[src/rtl/legv8_mem_pkg.sv]
// Shared definitions for the LEGv8 load/store controller: access sizes, fault codes,
// FSM states and default RAM geometry.
package legv8_mem_pkg;

    localparam int MEM_WORDS_DEFAULT = 6000;
    localparam int ADDR_W_DEFAULT    = 13;

    localparam logic [1:0] SZ_B = 2'd0;
    localparam logic [1:0] SZ_H = 2'd1;
    localparam logic [1:0] SZ_W = 2'd2;
    localparam logic [1:0] SZ_D = 2'd3;

    localparam logic [1:0] FLT_NONE     = 2'd0;
    localparam logic [1:0] FLT_MISALIGN = 2'd1;
    localparam logic [1:0] FLT_RANGE    = 2'd2;

    typedef enum logic [2:0] {
        ST_IDLE,
        ST_READ,
        ST_WRITE,
        ST_RMW_RD,
        ST_RMW_WR,
        ST_RESP
    } state_t;

    // One bit per byte lane covered by an access of the given size, at offset 0.
    function automatic logic [7:0] byte_mask(input logic [1:0] size);
        case (size)
            SZ_B:    byte_mask = 8'h01;
            SZ_H:    byte_mask = 8'h03;
            SZ_W:    byte_mask = 8'h0F;
            default: byte_mask = 8'hFF;
        endcase
    endfunction

    // Offset bits that must be zero for a naturally aligned access.
    function automatic logic [2:0] low_mask(input logic [1:0] size);
        case (size)
            SZ_B:    low_mask = 3'd0;
            SZ_H:    low_mask = 3'd1;
            SZ_W:    low_mask = 3'd3;
            default: low_mask = 3'd7;
        endcase
    endfunction

endpackage

[src/rtl/legv8_mem_ctrl_lane_align.sv]
// legv8_lane_align: byte-lane extraction with zero/sign extension for loads,
// and lane merge of right-justified store data into an existing word.
module legv8_lane_align
    import legv8_mem_pkg::*;
(
    input  logic [1:0]  size,
    input  logic [2:0]  offset,
    input  logic        sign_ext,
    input  logic [63:0] rd_word,
    input  logic [63:0] old_word,
    input  logic [63:0] wdata,
    output logic [63:0] load_data,
    output logic [63:0] merge_word
);
    logic [5:0]  shamt;
    logic [7:0]  field_bytes;
    logic [7:0]  store_bytes;
    logic [63:0] field_mask;
    logic [63:0] rd_shifted;
    logic [63:0] wdata_shifted;
    logic        sign_bit;

    assign shamt         = {offset, 3'b000};
    assign field_bytes   = byte_mask(size);
    assign store_bytes   = field_bytes << offset;
    assign rd_shifted    = rd_word >> shamt;
    assign wdata_shifted = wdata << shamt;

    genvar gi;
    generate
        for (gi = 0; gi < 8; gi++) begin : g_lane
            assign field_mask[8*gi +: 8] = {8{field_bytes[gi]}};
            assign merge_word[8*gi +: 8] = store_bytes[gi] ? wdata_shifted[8*gi +: 8]
                                                           : old_word[8*gi +: 8];
        end
    endgenerate

    always_comb begin
        case (size)
            SZ_B:    sign_bit = rd_shifted[7];
            SZ_H:    sign_bit = rd_shifted[15];
            SZ_W:    sign_bit = rd_shifted[31];
            default: sign_bit = 1'b0;
        endcase
    end

    // Doubles never extend: sign_bit is forced low and field_mask is all ones.
    assign load_data = (rd_shifted & field_mask) |
                       ((sign_ext && sign_bit) ? ~field_mask : 64'd0);

endmodule

[src/rtl/legv8_mem_ctrl.sv]
// legv8_mem_ctrl: MEM-stage load/store controller in front of a 64-bit word RAM.
// Define LEGV8_MEMCTRL_FAULT_EN to enable misalignment and range fault reporting.
module legv8_mem_ctrl
    import legv8_mem_pkg::*;
#(
    parameter int MEM_WORDS = MEM_WORDS_DEFAULT,
    parameter int ADDR_W    = ADDR_W_DEFAULT
) (
    input  logic              clock,
    input  logic              reset_n,
    input  logic              req_valid,
    output logic              req_ready,
    input  logic              req_write,
    input  logic [1:0]        req_size,
    input  logic              req_signed,
    input  logic [63:0]       req_addr,
    input  logic [63:0]       req_wdata,
    output logic              resp_valid,
    output logic [63:0]       resp_rdata,
    output logic [1:0]        resp_fault,
    output logic [ADDR_W-1:0] ram_address,
    output logic [63:0]       ram_in,
    output logic              ram_write,
    input  logic [63:0]       ram_out
);
    state_t            state_q, state_d;
    logic [ADDR_W-1:0] addr_q, addr_d;
    logic [2:0]        off_q, off_d;
    logic [1:0]        size_q, size_d;
    logic              signed_q, signed_d;
    logic [63:0]       wdata_q, wdata_d;
    logic [63:0]       merge_q, merge_d;
    logic              resp_valid_q, resp_valid_d;
    logic [63:0]       resp_rdata_q, resp_rdata_d;
    logic [1:0]        resp_fault_q, resp_fault_d;

    logic              accept;
    logic [ADDR_W-1:0] idx_in;
    logic [2:0]        off_in;
    logic [1:0]        fault_in;
    logic [63:0]       load_data;
    logic [63:0]       merge_data;

    assign idx_in    = req_addr[ADDR_W+2:3];
    assign req_ready = (state_q == ST_IDLE) || (state_q == ST_RESP);
    assign accept    = req_valid && req_ready;

`ifdef LEGV8_MEMCTRL_FAULT_EN
    logic idx_oor;
    assign idx_oor = ({{(32-ADDR_W){1'b0}}, idx_in} >= 32'(MEM_WORDS));
    assign off_in  = req_addr[2:0];

    always_comb begin
        fault_in = FLT_NONE;
        if ((req_addr[2:0] & low_mask(req_size)) != 3'd0) begin
            fault_in = FLT_MISALIGN;
        end else if ((|req_addr[63:ADDR_W+3]) || idx_oor) begin
            fault_in = FLT_RANGE;
        end
    end
`else
    // Without fault checking the address wraps and the offset is aligned down.
    logic unused_range_inputs;
    assign unused_range_inputs = (^req_addr[63:ADDR_W+3]) ^ (MEM_WORDS == 0);
    assign off_in   = req_addr[2:0] & ~low_mask(req_size);
    assign fault_in = FLT_NONE;
`endif

    always_ff @(posedge clock) begin
        if (!reset_n) begin
            state_q <= ST_IDLE;
        end else begin
            state_q <= state_d;
        end
    end

    always_comb begin
        state_d = state_q;
        case (state_q)
            ST_IDLE, ST_RESP: begin
                if (!accept)                  state_d = ST_IDLE;
                else if (fault_in != FLT_NONE) state_d = ST_RESP;
                else if (!req_write)          state_d = ST_READ;
                else if (req_size == SZ_D)    state_d = ST_WRITE;
                else                          state_d = ST_RMW_RD;
            end
            ST_READ, ST_WRITE, ST_RMW_WR: state_d = ST_RESP;
            ST_RMW_RD:                    state_d = ST_RMW_WR;
            default:                      state_d = ST_IDLE;
        endcase
    end

    always_comb begin
        // Gating with reset_n aborts a store caught by reset in its write cycle.
        ram_write    = reset_n && ((state_q == ST_WRITE) || (state_q == ST_RMW_WR));
        ram_in       = (state_q == ST_RMW_WR) ? merge_data : wdata_q;
        addr_d       = addr_q;
        off_d        = off_q;
        size_d       = size_q;
        signed_d     = signed_q;
        wdata_d      = wdata_q;
        merge_d      = merge_q;
        resp_valid_d = (state_d == ST_RESP);
        resp_rdata_d = 64'd0;
        resp_fault_d = FLT_NONE;
        if (accept) begin
            if (fault_in != FLT_NONE) begin
                resp_fault_d = fault_in;
            end else begin
                addr_d   = idx_in;
                off_d    = off_in;
                size_d   = req_size;
                signed_d = req_signed;
                wdata_d  = req_wdata;
            end
        end
        if (state_q == ST_READ)   resp_rdata_d = load_data;
        if (state_q == ST_RMW_RD) merge_d      = ram_out;
    end

    always_ff @(posedge clock) begin
        if (!reset_n) begin
            addr_q       <= '0;
            off_q        <= '0;
            size_q       <= '0;
            signed_q     <= 1'b0;
            wdata_q      <= '0;
            merge_q      <= '0;
            resp_valid_q <= 1'b0;
            resp_rdata_q <= '0;
            resp_fault_q <= FLT_NONE;
        end else begin
            addr_q       <= addr_d;
            off_q        <= off_d;
            size_q       <= size_d;
            signed_q     <= signed_d;
            wdata_q      <= wdata_d;
            merge_q      <= merge_d;
            resp_valid_q <= resp_valid_d;
            resp_rdata_q <= resp_rdata_d;
            resp_fault_q <= resp_fault_d;
        end
    end

    assign ram_address = addr_q;
    assign resp_valid  = resp_valid_q;
    assign resp_rdata  = resp_rdata_q;
    assign resp_fault  = resp_fault_q;

    legv8_lane_align u_align (
        .size       (size_q),
        .offset     (off_q),
        .sign_ext   (signed_q),
        .rd_word    (ram_out),
        .old_word   (merge_q),
        .wdata      (wdata_q),
        .load_data  (load_data),
        .merge_word (merge_data)
    );

endmodule

[config.mk]
export PLATFORM = sky130hd
export DESIGN_NAME = legv8_mem_ctrl
export DESIGN_NICKNAME = d
export VERILOG_FILES = /design/src/rtl/legv8_mem_pkg.sv /design/src/rtl/legv8_mem_ctrl_lane_align.sv /design/src/rtl/legv8_mem_ctrl.sv
export SDC_FILE = /design/constraint.sdc
export NUM_CORES = 1
export LEC_CHECK = 0
export ABC_AREA = 1
export CELL_PAD_IN_SITES_DETAIL_PLACEMENT = 0
export CELL_PAD_IN_SITES_GLOBAL_PLACEMENT = 1
export CORE_MARGIN = 1
export CORE_UTILIZATION = 29
export DETAILED_ROUTE_END_ITERATION = 12
export PLACE_DENSITY_LB_ADDON = 0.1
export SETUP_SLACK_MARGIN = 0.3
export SLEW_MARGIN = 20
export SYNTH_ARGS = -nofsm -noshare
export SYNTH_HDL_FRONTEND = slang
export SYNTH_SLANG_ARGS = --single-unit
[constraint.sdc]
create_clock -name clock -period 1.73 [get_ports clock]
set_input_delay 0.346 -clock clock [delete_from_list [all_inputs] [get_ports clock]]
set_output_delay 0.346 -clock clock [all_outputs]
set_load 0.02 [all_outputs]
==> metrics.csv <==
stage,metric,value,unit
status,status,finished with violations,
status,violations,setup timing,
floorplan,core_area,38020,um^2
synth,post-synth-top-area-fraction,0.3810,
min_path,hold_class,input port to flip-flop,
timing,rsz0062_at_grt,yes,
timing,fmax,375.7,MHz
global_routing,antenna_found_initial,0,
power_and_ir_drop,ir_drop,0.8211,mV
floorplan,rows,71,
timing,fin_crit,2.662,ns
routing,drc,0,
placement,dp_cells,2737,
floorplan,die_w,199.4,um
cells_and_area,nets,2513,
placement,gp_congestion,0.9484,
routing,antenna_left,0,
timing,slew_viol_final,0,
timing,setup_viol_count_final,201,
global_routing,grt_remaining_overflow,0,
flow_run,cap_violations,0,
cells_and_area,fin_area,21150,um^2
placement,numPortBuffers,294,
synth,synth_area,11300,um^2
placement,hpwl,45750,um
synth,yosys_warnings,0,
timing,finalHoldViolCount,0,
cells_and_area,area_growth,87.22,%
worst_setup_path,slowest_stage,dfxtp_4,
timing,min_period_over_period,1.539,
worst_setup_path,crit_type,flip-flop to output pin,
synth,synth_top_cell_by_area,dfxtp_1,
clock_network,cts_htree_levels,1,
floorplan,die_area,39750,um^2
worst_setup_path,endpoint_kind,output pin,
synth,synth_edf_count,0,
routing,num_vias,14350,
cells_and_area,n_fill_cell,3774,
routing,wirelength,61050,um
global_routing,grt_pass1_vias,13900,
placement,placed_area,17740,um^2
cells_and_area,drive_gt1_frac,0.3923,
worst_setup_path,crit_arrival,2.32,ns
global_routing,grt.total_usage,0.2983,
synth,synth.most_common_cell,nand2_1,
synth,ys_seq_elements,215,
cells_and_area,fin_util,0.5563,
floorplan,initial_core_util,0.2972,
clock_network,cts_root_buf,clkbuf_16,
cells_and_area,final_cells,2841,
synth,synth_seq_area_share,0.3810,
worst_setup_path,startpoint_type,flip-flop,
timing,fin_worst_skew,0.02125,ns
clock_network,cts.reportedPaths.clkPinSlew,0.07,ns
power_and_ir_drop,switching_power,9476,uW
synth,ys_top_cells_by_count,"nand2_1, o21ai_0, nor2_1",
worst_setup_path,cpPeakStageDelay,0.42,ns
clock_network,ctsLongestPathBuffers,3,
worst_setup_path,required,1.38,ns
global_routing,grt_pass1_wl,87220,um
routing,drt_pass1_iterations,5,
synth,avgSynthCellArea,6.516,um^2
global_routing,grt_max_degree,77,
power_and_ir_drop,seqPwrFrac,0.255,
timing,worst_pin_slew,0.5664,ns
placement,pre_cts_ws,-0.9116,ns
synth,synthFlopType,dfxtp_1,
timing,slew_headroom,0.6219,
clock_network,cts_tree,yes,
timing,setup_ws,-0.9320,ns
cells_and_area,num_antenna_cells,0,
power_and_ir_drop,clockPowerShare,0.234,
synth,syn_inst,1734,
power_and_ir_drop,p_comb_frac,0.512,
floorplan,num_io_pins,345,
clock_network,clock_sinks,215,
power_and_ir_drop,p_int,13900,uW
routing,drtIter0Drc,940,
worst_setup_path,cp_common_cell,buf_6,
routing,wl_per_cell,21.49,um
synth,synth_area_leaders,"dfxtp_1, o21ai_0, nand2_1",
worst_setup_path,worstPathCellList,"buf_6, nor2_4, buf_6, a22oi_2, buf_4, o21ai_2, nor2_2, o21ai_4, buf_6",
power_and_ir_drop,p_sw_frac,0.4053,
synth,synth.distinct_cells,34,
clock_network,clock_latency,0.58,ns
floorplan,die_h,199.4,um
power_and_ir_drop,power.density,1105,nW/um^2
routing,vias_per_cell,5.049,
power_and_ir_drop,report.power.total,23380,uW
clock_network,cts_buffers,26,
synth,async_flop_share,0,
clock_network,cts_hold_buf,0,
power_and_ir_drop,leakagePower,0.008563,uW
worst_setup_path,crit_fanout,8,
==> per-stage QoR <==
step	setup TNS, ns	hold slack, ns
after floorplan	0	0.4512
after global placement	-87.21	0.4588
after detailed placement	-87.98	0.4667
after CTS	-89.41	0.2315
after global routing	-97.84	0.2588
final	-85.61	0.2478
==> cell usage in the layout, fill, tap and decap left out, drive strengths merged, types with 6 or more instances in the layout <==
cell / netlist / final
a22oi: 7 / 7
nor2: 238 / 238
dfxtp: 215 / 215
buf: 63 / 457
nand2: 338 / 338
inv: 94 / 95
nand3: 78 / 80
clkbuf: 78 / 41
a21oi: 189 / 189
o22ai: 14 / 14
nand4: 6 / 6
o211ai: 42 / 42
a31oi: 6 / 6
clkdlybuf4s50: 0 / 220
clkinv: 3 / 12
o21ai: 343 / 343
==> worst max-delay path: cells and delay by family, from the launching register on <==
kind            cells  cell delay (ns)
compound gates      3             0.41
buf+inv             4             0.62
flops               1             0.42
simple gates        2             0.31
==> path summary, 6_finish.rpt <==
check / from / end / slack, ns / cells after the start
setup reg to reg: off_q[0] / resp_rdata[25] / -0.49 / 14
hold reg to reg: ram_address[0] / ram_address[0] / 0.49 / 2
hold / removal: reset_n / off_q[0] / 0.25 / 4
setup / recovery: off_q[0] / ram_in[48] / -0.93 / 9
==> state kept, by name (all words and copies together) (netlist names) <==
signal / count
state_q: 3
signed_q: 1
merge_q: 64
wdata_q: 64
resp_rdata: 64
off_q: 3
ram_address: 13
resp_valid: 1
size_q: 2
==> kinds of logic after synthesis <==
kind of cell | count (synthesis) | share of synthesized area
AO/OA/AOI/OAI | 612 | 0.2911
buffers and inverters | 238 | 0.08893
flip-flops | 215 | 0.3810
multiplexers | 5 | 0.004430
other | 1 | 0.0003319
AND/OR/NAND/NOR | 663 | 0.2342
==> final cells by class <==
| cell class | instances | area (um^2) | share of cell area |
|---|---|---|---|
| Clock buffer | 34 | 740.7 | 0.03502 |
| Clock inverter | 10 | 96.34 | 0.004555 |
| Inverter | 97 | 430.4 | 0.02035 |
| Multi-Input combinational cell | 1284 | 8143 | 0.3850 |
| Sequential cell | 215 | 4322 | 0.2043 |
| Tap cell | 511 | 639.4 | 0.03023 |
| Timing Repair Buffer | 687 | 6759 | 0.3195 |
| Timing Repair inverter | 3 | 22.52 | 0.001065 |
==> metal layers <==
metal | up-vias | global-route usage | routed length [um] | part of all wire
met5 | - | 0 | 0 | 0
met4 | 0 | 0.1312 | 2819 | 0.046
met3 | 107 | 0.03241 | 2999 | 0.049
met2 | 498 | 0.4897 | 28370 | 0.46
met1 | 6725 | 0.3939 | 26860 | 0.44
li1 | 7015 | - | - | -
==> what timing repair did <==
| action | in CTS | in global routing |
|---|---|---|
| resized for setup | 588 | 283 |
| endpoints found under the setup margin | 357 | 354 |
| cloned | 11 | 10 |
| setup buffers | 19 | 20 |
| pin swaps | 57 | 81 |
==> power groups by stage <==
| stage | logic (uW) | clock network [uW] | registers (uW) |
|---|---|---|---|
| after floorplan | 4840 | 0 | 6050 |
| after global placement | 10000 | 0 | 5990 |
| after detailed placement | 10000 | 0 | 5990 |
| after CTS | 10800 | 5530 | 5920 |
| after global routing | 12600 | 5720 | 6010 |
| final | 12000 | 5460 | 5960 |
Note: power is estimated with default switching activity, not from simulation.
